--- src/rtl/interval_meter.sv ---
// Measures the number of clock cycles between successive rising edges of event_in.
// Supports single-shot and continuous measurement with a saturating count.
module interval_meter #(
    parameter int unsigned WIDTH = 8
) (
    input  logic             clk,
    input  logic             rst,
    input  logic             event_in,
    input  logic             arm,
    output logic [WIDTH-1:0] interval,
    output logic             valid,
    output logic             overflow,
    output logic             busy
);

    typedef enum logic [1:0] {
        IDLE       = 2'd0,
        WAIT_FIRST = 2'd1,
        MEASURE    = 2'd2
    } state_t;

    localparam logic [WIDTH-1:0] CNT_MAX = '1;

    state_t           state, state_d;
    logic             ev_q;
    logic             ev_edge_c;
    logic [WIDTH-1:0] count, count_d;
    logic             ovf_flag, ovf_flag_d;
    logic [WIDTH-1:0] interval_d;
    logic             overflow_d;
    logic             valid_d;
    logic             busy_d;

    assign ev_edge_c = event_in & ~ev_q;

    // ev_q resets high so a level already high at reset release is not an edge
    always_ff @(posedge clk) begin
        if (!rst) begin
            state    <= IDLE;
            ev_q     <= 1'b1;
            count    <= '0;
            ovf_flag <= 1'b0;
            interval <= '0;
            overflow <= 1'b0;
            valid    <= 1'b0;
            busy     <= 1'b0;
        end else begin
            state    <= state_d;
            ev_q     <= event_in;
            count    <= count_d;
            ovf_flag <= ovf_flag_d;
            interval <= interval_d;
            overflow <= overflow_d;
            valid    <= valid_d;
            busy     <= busy_d;
        end
    end

    always_comb begin
        state_d    = state;
        count_d    = count;
        ovf_flag_d = ovf_flag;
        interval_d = interval;
        overflow_d = overflow;
        valid_d    = 1'b0;

        case (state)
            IDLE: begin
                if (arm) begin
                    state_d = WAIT_FIRST;
                end
            end
            WAIT_FIRST: begin
                // abort wins over a coincident opening edge
                if (!arm) begin
                    state_d = IDLE;
                end else if (ev_edge_c) begin
                    count_d    = WIDTH'(1);
                    ovf_flag_d = 1'b0;
                    state_d    = MEASURE;
                end
            end
            MEASURE: begin
                if (ev_edge_c) begin
                    interval_d = count;
                    overflow_d = ovf_flag;
                    valid_d    = 1'b1;
                    if (arm) begin
                        // closing edge also opens the next measurement
                        count_d    = WIDTH'(1);
                        ovf_flag_d = 1'b0;
                    end else begin
                        state_d = IDLE;
                    end
                end else if (count == CNT_MAX) begin
                    ovf_flag_d = 1'b1;
                end else begin
                    count_d = count + WIDTH'(1);
                end
            end
            default: begin
                state_d = IDLE;
            end
        endcase

        busy_d = (state_d != IDLE);
    end

endmodule

--- config.mk ---
export PLATFORM = sky130hd
export DESIGN_NAME = interval_meter
export DESIGN_NICKNAME = d
export VERILOG_FILES = /design/src/rtl/interval_meter.sv
export SDC_FILE = /design/constraint.sdc
export NUM_CORES = 1
export LEC_CHECK = 0
export ABC_CLOCK_PERIOD_IN_PS = 1500
export BUFFER_PORTS_ARGS = -buffer_cell sky130_fd_sc_hd__buf_2
export CORE_UTILIZATION = 48
export DETAILED_ROUTE_END_ITERATION = 6
export GPL_TIMING_DRIVEN = 0
export PLACE_DENSITY = 0.72
export REMOVE_ABC_BUFFERS = 1
export SLEW_MARGIN = 20
export SYNTH_ARGS = -nofsm -noshare
export SYNTH_HDL_FRONTEND = slang
export SYNTH_SLANG_ARGS = --single-unit
export TNS_END_PERCENT = 20
--- constraint.sdc ---
create_clock -name clk -period 1.5 [get_ports clk]
set_input_delay 0.375 -clock clk [delete_from_list [all_inputs] [get_ports clk]]
set_output_delay 0.375 -clock clk [all_outputs]
set_load 0.05 [all_outputs]
# Word-level counts from Yosys, hierarchy flattened
# Cells that the tools add are included.
# totals
output_inout_bits	11
input_bits	4
register_bits	23
word_cells	45
# classes
n_eq_ne	8
muxes	19
bitwise_logic	2
n_reduce_logical	7
addsub	1
# ops
op	count
$mux 8	5
$pmux 8 s2	1
$mux 2	5
$reduce_and 5->1	2
$ne 3x3->1 const B	3
$add 8x1->8 const B	1
$eq 8x8->1 const B	1
$mux 1	6
$pmux 2 s3	1
$ne 2x2->1 const B	2
$reduce_and 2->1	2
$reduce_bool 2->1	2
$eq 2x1->1 const B	1
$eq 2x2->1 const B	1
$logic_not 2->1	1
$pmux 1 s2	1
$and 1x1->1	1
$not 1->1	1

# Depth between registers and ports, before layout
# Gate-level depths: netlist of run 1.
# depth
word_depth	6
ltp_mapped	6
mapped_depth_nobuf	6

# Worst setup path before layout of run 1
# Ideal clock, no wire load.
# synth_timing
kind	flip-flop to flip-flop
from	register count[1]
to	register count[5]
setup_slack_ns	-0.017
required_time_ns	1.385
path_stages_with_launch	7
synth_period_minus_slack_ns	1.517
n_path_buf	0
arrival_time_ns	1.402
setup_ns	0.115
path_cell_list	dfxtp_1 ha_1 nand4_2 nor4_4 a211oi_1 xnor2_1 nor2_1
# synth_between
elab_chain_len	4
elab_cells_between_ends	7
classes_between	add/sub: 1; eq/ne: 2; mux: 3; reduce/logical: 1
# synth_rtl
item	line_no	source
from (decl)	27	logic [WIDTH-1:0] count, count_d;
from (signal assigned)	50	count <= count_d;
$add 8x1->8	98	count_d = count + WIDTH'(1);
$mux 8	95	end else if (count == CNT_MAX) begin
$mux 8	84	if (ev_edge_c) begin
$pmux 8 s2	67	case (state)
# Parallel ways exist; a longest one is shown, timed or not. The select of a mux whose other input is x is not followed.
# A chain may end at the register's enable or synchronous reset.

# Worst setup path in the final report of run 1
# layout_timing
from	register count[0]
to	register count[1]
# The elaborated chain is that of the path after synthesis.

==> key figures, run 1 <==
Run status
  – Outcome: finished clean

Clock tree
  – Htree depth: 1
  – CTS Buffer Depth: 2
  – Clock latency on the worst-skew pair: roughly 310 ps
  – CTS buffer count: 3
  – Root Buffer Master: clkbuf_4
  – # clock sinks: 23
  – Hold-fix buffers at CTS: 0
  – Clock-pin slew on the worst setup and hold paths: 120 ps
  – CTS tree: yes

Global routing
  – Vias in the first global route: around 740
  – First-pass GRT wire length: approximately 3200 um
  – Tot GR Track Use: 0.207
  – GR Overflow Total: 0
  – Initial antenna violation count: 0
  – Largest net degree at the start of global routing: 14

Die
  – # IOs: 15
  – Std cell rows: 15
  – Core Region: 1820 um^2
  – Die ar.: 2230 um^2
  – Die Wd: roughly 47 um
  – Die Y-Extent: approximately 47 um
  – Starting density of the core: 0.540

Synth
  – Ys flop type: dfxtp_1
  – Yosys warns: 0
  – Netlist area before placement: 982 um^2
  – Synth cell count leaders: 28 x nand2_1, 23 x dfxtp_1, 12 x a21oi_1, 12 x nor2_1
  – Area leader, netlist: dfxtp_1
  – Yosys top cell area share: 0.469
  – Number of flops mapped to enable cells by yosys: 0
  – Seq/Total Area, Yosys: 0.469
  – Post-Syn Instances: between 100 and 150
  – Most common cell in the synthesized netlist: nand2_1
  – Cell variety after synth: 28
  – Seq cells post-synth: 23
  – Top cells by area, synth: dfxtp_1 47%, nand2_1 11%, a21oi_1 6.1%, nor2_1 4.6%, a211oi_1 3.8%
  – Post-synth ARST share: 0
  – Syn Area/Cell: between 8 and 9 um^2

Placed design
  – Pre-CTS setup slack: -183 ps
  – GPL Wtd Cong: around 0.86
  – PortBufs: 14
  – DP Wirelength: roughly 1400 um
  – Placed cell count: between 150 and 200
  – Placement Cell Area: roughly 1100 um^2

Route
  – Detailed-route DRC error count: 0
  – Wire per inst: between 10 and 15 um
  – Post-Route WL: roughly 2000 um
  – Post-route ant nets: 0
  – Via count: around 850
  – Routed vias/inst: roughly 5.2
  – Initial DRT Pass Iterations: 6
  – DR iter-0 viols: 15

Critical path
  – Worst Reg2Reg Path Length in Cells: 6
  – Buf/Inv on CP: 0
  – R2r startpoint: count[0]
  – Reg-to-Reg End: count[1]
  – Top delay family on crit path: simple AND/OR/NAND/NOR gates
  – Critical path startpoint category: register
  – Max incr delay on CP: 390 ps
  – CP most frequent cell: a21oi_2
  – Worst setup path class: register to register
  – Stages on the worst setup path: 6
  – Crit path max-delay cell type: dfxtp_4
  – Crit-path cells: ha_4, nand4_4, nor4_4, a21oi_2, nand2b_4, a21oi_2
  – Worst reg2reg setup slack: between 30 and 40 ps
  – Required @ worst endpoint: between 1500 and 2000 ps
  – Crit. End Element: register
  – Critical-path maximum fanout: 4
  – Crit path DAT: between 1500 and 2000 ps

Layout
  – Final core occ: 0.653
  – Fin area: about 1200 um^2
  – Layout overhead on the synthesized area: 21.0%
  – # nets final: approximately 140
  – Ratio of cells with drive above 1 in the final layout: 0.275
  – Antenna cells: 0
  – Fin cells: roughly 160

STA
  – Worst Tran Pin Value: 431 ps
  – Pins Over Slew Limit: 0
  – Max Clk Rate: 683 MHz
  – Final setup fails: 0
  – Final Hold Fails: 0
  – Post-route minimum period: about 1500 ps
  – Clock Skews: roughly 7.0 ps
  – Max_slew headroom: 0.712
  – RSZ-0062 raised after global routing: yes
  – Setup_tns: 0 ps
  – Final period utilization: 0.977
  – Hold slack: about 300 ps
  – Post-layout worst setup margin: around 35 ps

Power and ir drop
  – Power Dens Cells: between 700 and 800 nW/um^2
  – Switch Pwr: about 210 uW
  – PnR Total Power: 942 uW
  – Share of total power in the clock network: 0.291
  – Power Internal: around 740 uW
  – Peak VDD IR: around 0.65 mV
  – Seq pwr share: 0.656
  – Net Sw Frac: 0.219
  – P_leak: between 0.4 and 0.5 nW
  – Comb pwr share: 0.053

Run
  – Max-cap violations: 0

Worst hold path
  – Worst hold path type: input pin to register
  – Hold_sp: event_in
  – Cells on Worst Hold Path: 2
  – Hold path endpoint: ev_q
==> worst max path at each step <==
stage,to,slack [ps],start
2_1_floorplan,count[5],-20,count[1]
3_3_place_gp,count[5],-150,count[1]
3_5_place_dp,count[3],-180,count[1]
4_1_cts,count[3],20,count[1]
5_1_grt,count[7],-50,state[1]
6_report,count[1],40,count[0]
==> what timing repair did <==
item / CTS / global route
resized for setup: 3 / 10
pin swaps: 1 / 3
setup endpoints to repair: 7 / 16
cloned: 0 / 0
buffers inserted: 0 / 5
==> logic make-up (layout without fill, tap and decap cells) <==
group	Yosys count	count (layout)	share of synthesized area
and+or+nand+nor	59	59	0.308
AOI/OAI and AO/OA	26	26	0.163
DFF	23	23	0.469
xor gates and xnor gates	4	4	0.0357
buffers and inverters	3	25	0.0115
adders and majority gates	1	1	0.0127
==> flip-flops by register name (all words and copies together) (netlist names) <==
| signal | flops |
|---|---|
| ev_q | 1 |
| count | 8 |
| busy | 1 |
| interval | 8 |
| overflow | 1 |
| ovf_flag | 1 |
| valid | 1 |
| state | 2 |
==> power groups by stage <==
stage	registers [mW]	logic, mW	clock network [mW]
after CTS	0.621	0.0452	0.286
after floorplan	0.641	0.0228	0
final	0.618	0.0500	0.274
after global routing	0.620	0.0546	0.314
after global placement	0.635	0.0436	0
after detailed placement	0.635	0.0448	0
==> layer usage <==
layer | vias to the layer above | global-route usage | wire length [um]
met3 | 2 | 0.0654 | 99
met2 | 19 | 0.329 | 1010
li1 | 440 | - | -
met4 | 0 | 0.0457 | 9
met5 | - | 0 | 0
met1 | 386 | 0.273 | 885
==> cell usage in the layout (no fill, tap or decap), drive strengths merged <==
master / netlist / layout
nand4: 1 / 1
nand2: 29 / 29
dfxtp: 23 / 23
o21ai: 4 / 4
and3: 1 / 1
inv: 2 / 2
and4bb: 1 / 1
xnor2: 3 / 3
a211oi: 5 / 5
a31oi: 1 / 1
nor4: 2 / 2
a21boi: 1 / 1
clkbuf: 1 / 4
nor2: 12 / 12
xor2: 1 / 1
or2: 1 / 1
nand3: 5 / 5
buf: 0 / 19
o21a: 1 / 1
a21oi: 14 / 14
nand2b: 4 / 4
ha: 1 / 1
and2b: 2 / 2
and4: 1 / 1
==> cell type report <==
class	count	area, um^2
fill	158	632
tap	25	31.3
multi-input combinational	90	546
timing repair buffer	19	108
sequential	23	470
clock buffer	4	26.3
inverter	2	7.51
Note: power is estimated with default switching activity, not from simulation.
==> run 2, diff against run 1 <==
--- a/config.mk
+++ b/config.mk
@@ -10,7 +10,7 @@
 export CORE_UTILIZATION = 48
 export DETAILED_ROUTE_END_ITERATION = 6
 export GPL_TIMING_DRIVEN = 0
-export PLACE_DENSITY = 0.72
+export PLACE_DENSITY = 0.8
 export REMOVE_ABC_BUFFERS = 1
 export SLEW_MARGIN = 20
 export SYNTH_ARGS = -nofsm -noshare
==> constraint.sdc (replaced) <==
create_clock -name clk -period 1.5 [get_ports clk]
set_input_delay 0.3 -clock clk [delete_from_list [all_inputs] [get_ports clk]]
set_output_delay 0.3 -clock clk [all_outputs]
set_load 0.05 [all_outputs]
==> run 2 against run 1 <==
Compared with the run above:
- largest cell class unchanged
- critical path depth fell by 1
- routed wire length rose by 2.7%
- global-route usage fell by 0.39 points
- combinational power fell by 4.0%
- clock skew fell by 4.2 ps
- sequential power barely moved
- clock power rose by 3%
- clock-buffer cell count did not move
- first-iteration DRC count rose by 150%
- sequential cell count did not move
- die area did not move
- hold slack got worse by 85 ps
==> key figures, run 2 (synthesis gave the netlist of run 1 again) <==
Worst hold path
  – Cells on Worst Hold Path: 2
  – Worst hold path type: input pin to register

Placed design
  – Placement Cell Area: 1080 um^2
  – DP Wirelength: around 1500 um
  – GPL Wtd Cong: 0.861
  – PortBufs: 14
  – Placed cell count: approximately 150

Route
  – Routed vias/inst: 5.33
  – Via count: approximately 860
  – Initial DRT Pass Iterations: 4
  – Post-Route WL: between 2000 and 2500 um
  – Wire per inst: ~13 um
  – Post-route ant nets: 0
  – DR iter-0 viols: 37
  – Detailed-route DRC error count: 0

Power and ir drop
  – Peak VDD IR: a little under 0.7 mV
  – Power Dens Cells: around 800 nW/um^2
  – P_leak: ~0.45 nW

Layout
  – Commonest non-fill, non-tap cell in the layout: nand2_1
  – Area taken by multi-input logic gates: approximately 550 um^2
  – Fin cells: about 160
  – Commonest cells after routing, fill and taps aside: 28 x nand2_1, 18 x dfxtp_1, 14 x buf_2
  – Flip-flop and latch area: about 470 um^2
  – Fill count: 171
  – Antenna cells: 0
  – Layout overhead on the synthesized area: 20.6%
  – Top flop regs: count x8, interval x8, state x2
  – Fin area: 1180 um^2
  – # nets final: 143
  – Ratio of cells with drive above 1 in the final layout: 0.270

STA
  – Pins Over Slew Limit: 0
  – Setup_tns: 0 ps
  – Worst Tran Pin Value: 394 ps
  – Final setup fails: 0
  – Max_slew headroom: 0.737
  – Max Clk Rate: roughly 690 MHz
  – Final Hold Fails: 0
  – Clock Skews: about 2.8 ps
  – Final period utilization: 0.960
  – Post-route minimum period: 1440 ps
  – RSZ-0062 raised after global routing: yes

Die
  – Std cell rows: 15
  – Starting density of the core: 0.540
  – Core Region: ~1800 um^2
  – Die ar.: about 2200 um^2
  – # IOs: 15
  – Die Wd: 47.2 um
  – Die Y-Extent: ~47 um

Global routing
  – Tot GR Track Use: 0.203
  – GR Overflow Total: 0
  – Initial antenna violation count: 0
  – Largest net degree at the start of global routing: 14
  – First-pass GRT wire length: about 3100 um
  – Vias in the first global route: around 740

Clock tree
  – Clock-pin slew on the worst setup and hold paths: 120 ps
  – Htree depth: 1
  – # clock sinks: 23
  – CTS buffer count: 3
  – Clock latency on the worst-skew pair: approximately 300 ps
  – CTS Buffer Depth: 2
  – CTS tree: yes
  – Hold-fix buffers at CTS: 0
  – Root Buffer Master: clkbuf_4

Critical path
  – Buf/Inv on CP: 0
  – Required @ worst endpoint: approximately 1700 ps
  – Crit path max-delay cell type: dfxtp_1
  – Crit. End Element: register
  – Crit path DAT: 1650 ps
  – Critical-path maximum fanout: 5
  – Crit-path cells: nand3_2, nor4_4, a211oi_1, xnor2_1, nor2_1
  – Max incr delay on CP: roughly 450 ps
  – Worst Reg2Reg Path Length in Cells: 5
  – Worst setup path class: register to register
  – Stages on the worst setup path: 5
  – Critical path startpoint category: register
  – Top delay family on crit path: simple AND/OR/NAND/NOR gates

Run status
  – Outcome: finished clean

Run
  – Max-cap violations: 0
==> run 2: final timing paths <==
check         startpoint     endpoint  slack (ps)
max             count[6]     count[5]          60
max reg2reg     count[6]     count[5]          60
min reg2reg  interval[5]  interval[5]         460
min             event_in         ev_q         220
==> run 2: through the flow <==
stage	utilization	setup slack [ps]	hold slack, ps	power, mW
final	0.651	60.0	216	0.947
after global routing	0.651	-31.7	222	0.985
after CTS	0.610	3.75	220	0.950
after detailed placement	0.593	-185	444	0.680
after global placement	0.593	-151	439	0.678
after floorplan	-	-17.4	373	0.664
==> run 2: repair_timing <==
item	in CTS	in global routing
buffers inserted	0	4
resized for setup	3	11
setup endpoints to repair	7	13
gates cloned	0	0
pin swaps	1	3
==> run 2: metal layers <==
layer  up-vias  wire length [um]  GRT usage
li1        440                 -          -
met1       393               902      0.238
met2        29              1030      0.353
met3         2               115     0.0692
met4         0                 9     0.0457
met5         -                 0          0
==> run 2: cell type report <==
cell class	instances	area share
multi-input combinational	90	0.463
sequential	23	0.398
timing repair buffer	18	0.0845
tap	25	0.0264
clock buffer	4	0.0222
inverter	2	0.00634
==> run 2: worst reg2reg max path, delay by kind of cell (launching register included) <==
kind | cells | cell delay, ps
AOI/OAI and AO/OA | 1 | 120
DFF | 1 | 450
and+or+nand+nor | 3 | 620
xor gates and xnor gates | 1 | 160
==> run 2: power breakdown <==
group	total [mW]	leakage, nW	internal, mW	switching, mW
registers	0.618	0.188	0.614	0.00408
logic	0.0480	0.250	0.0162	0.0318
clock network	0.281	0.0150	0.104	0.177
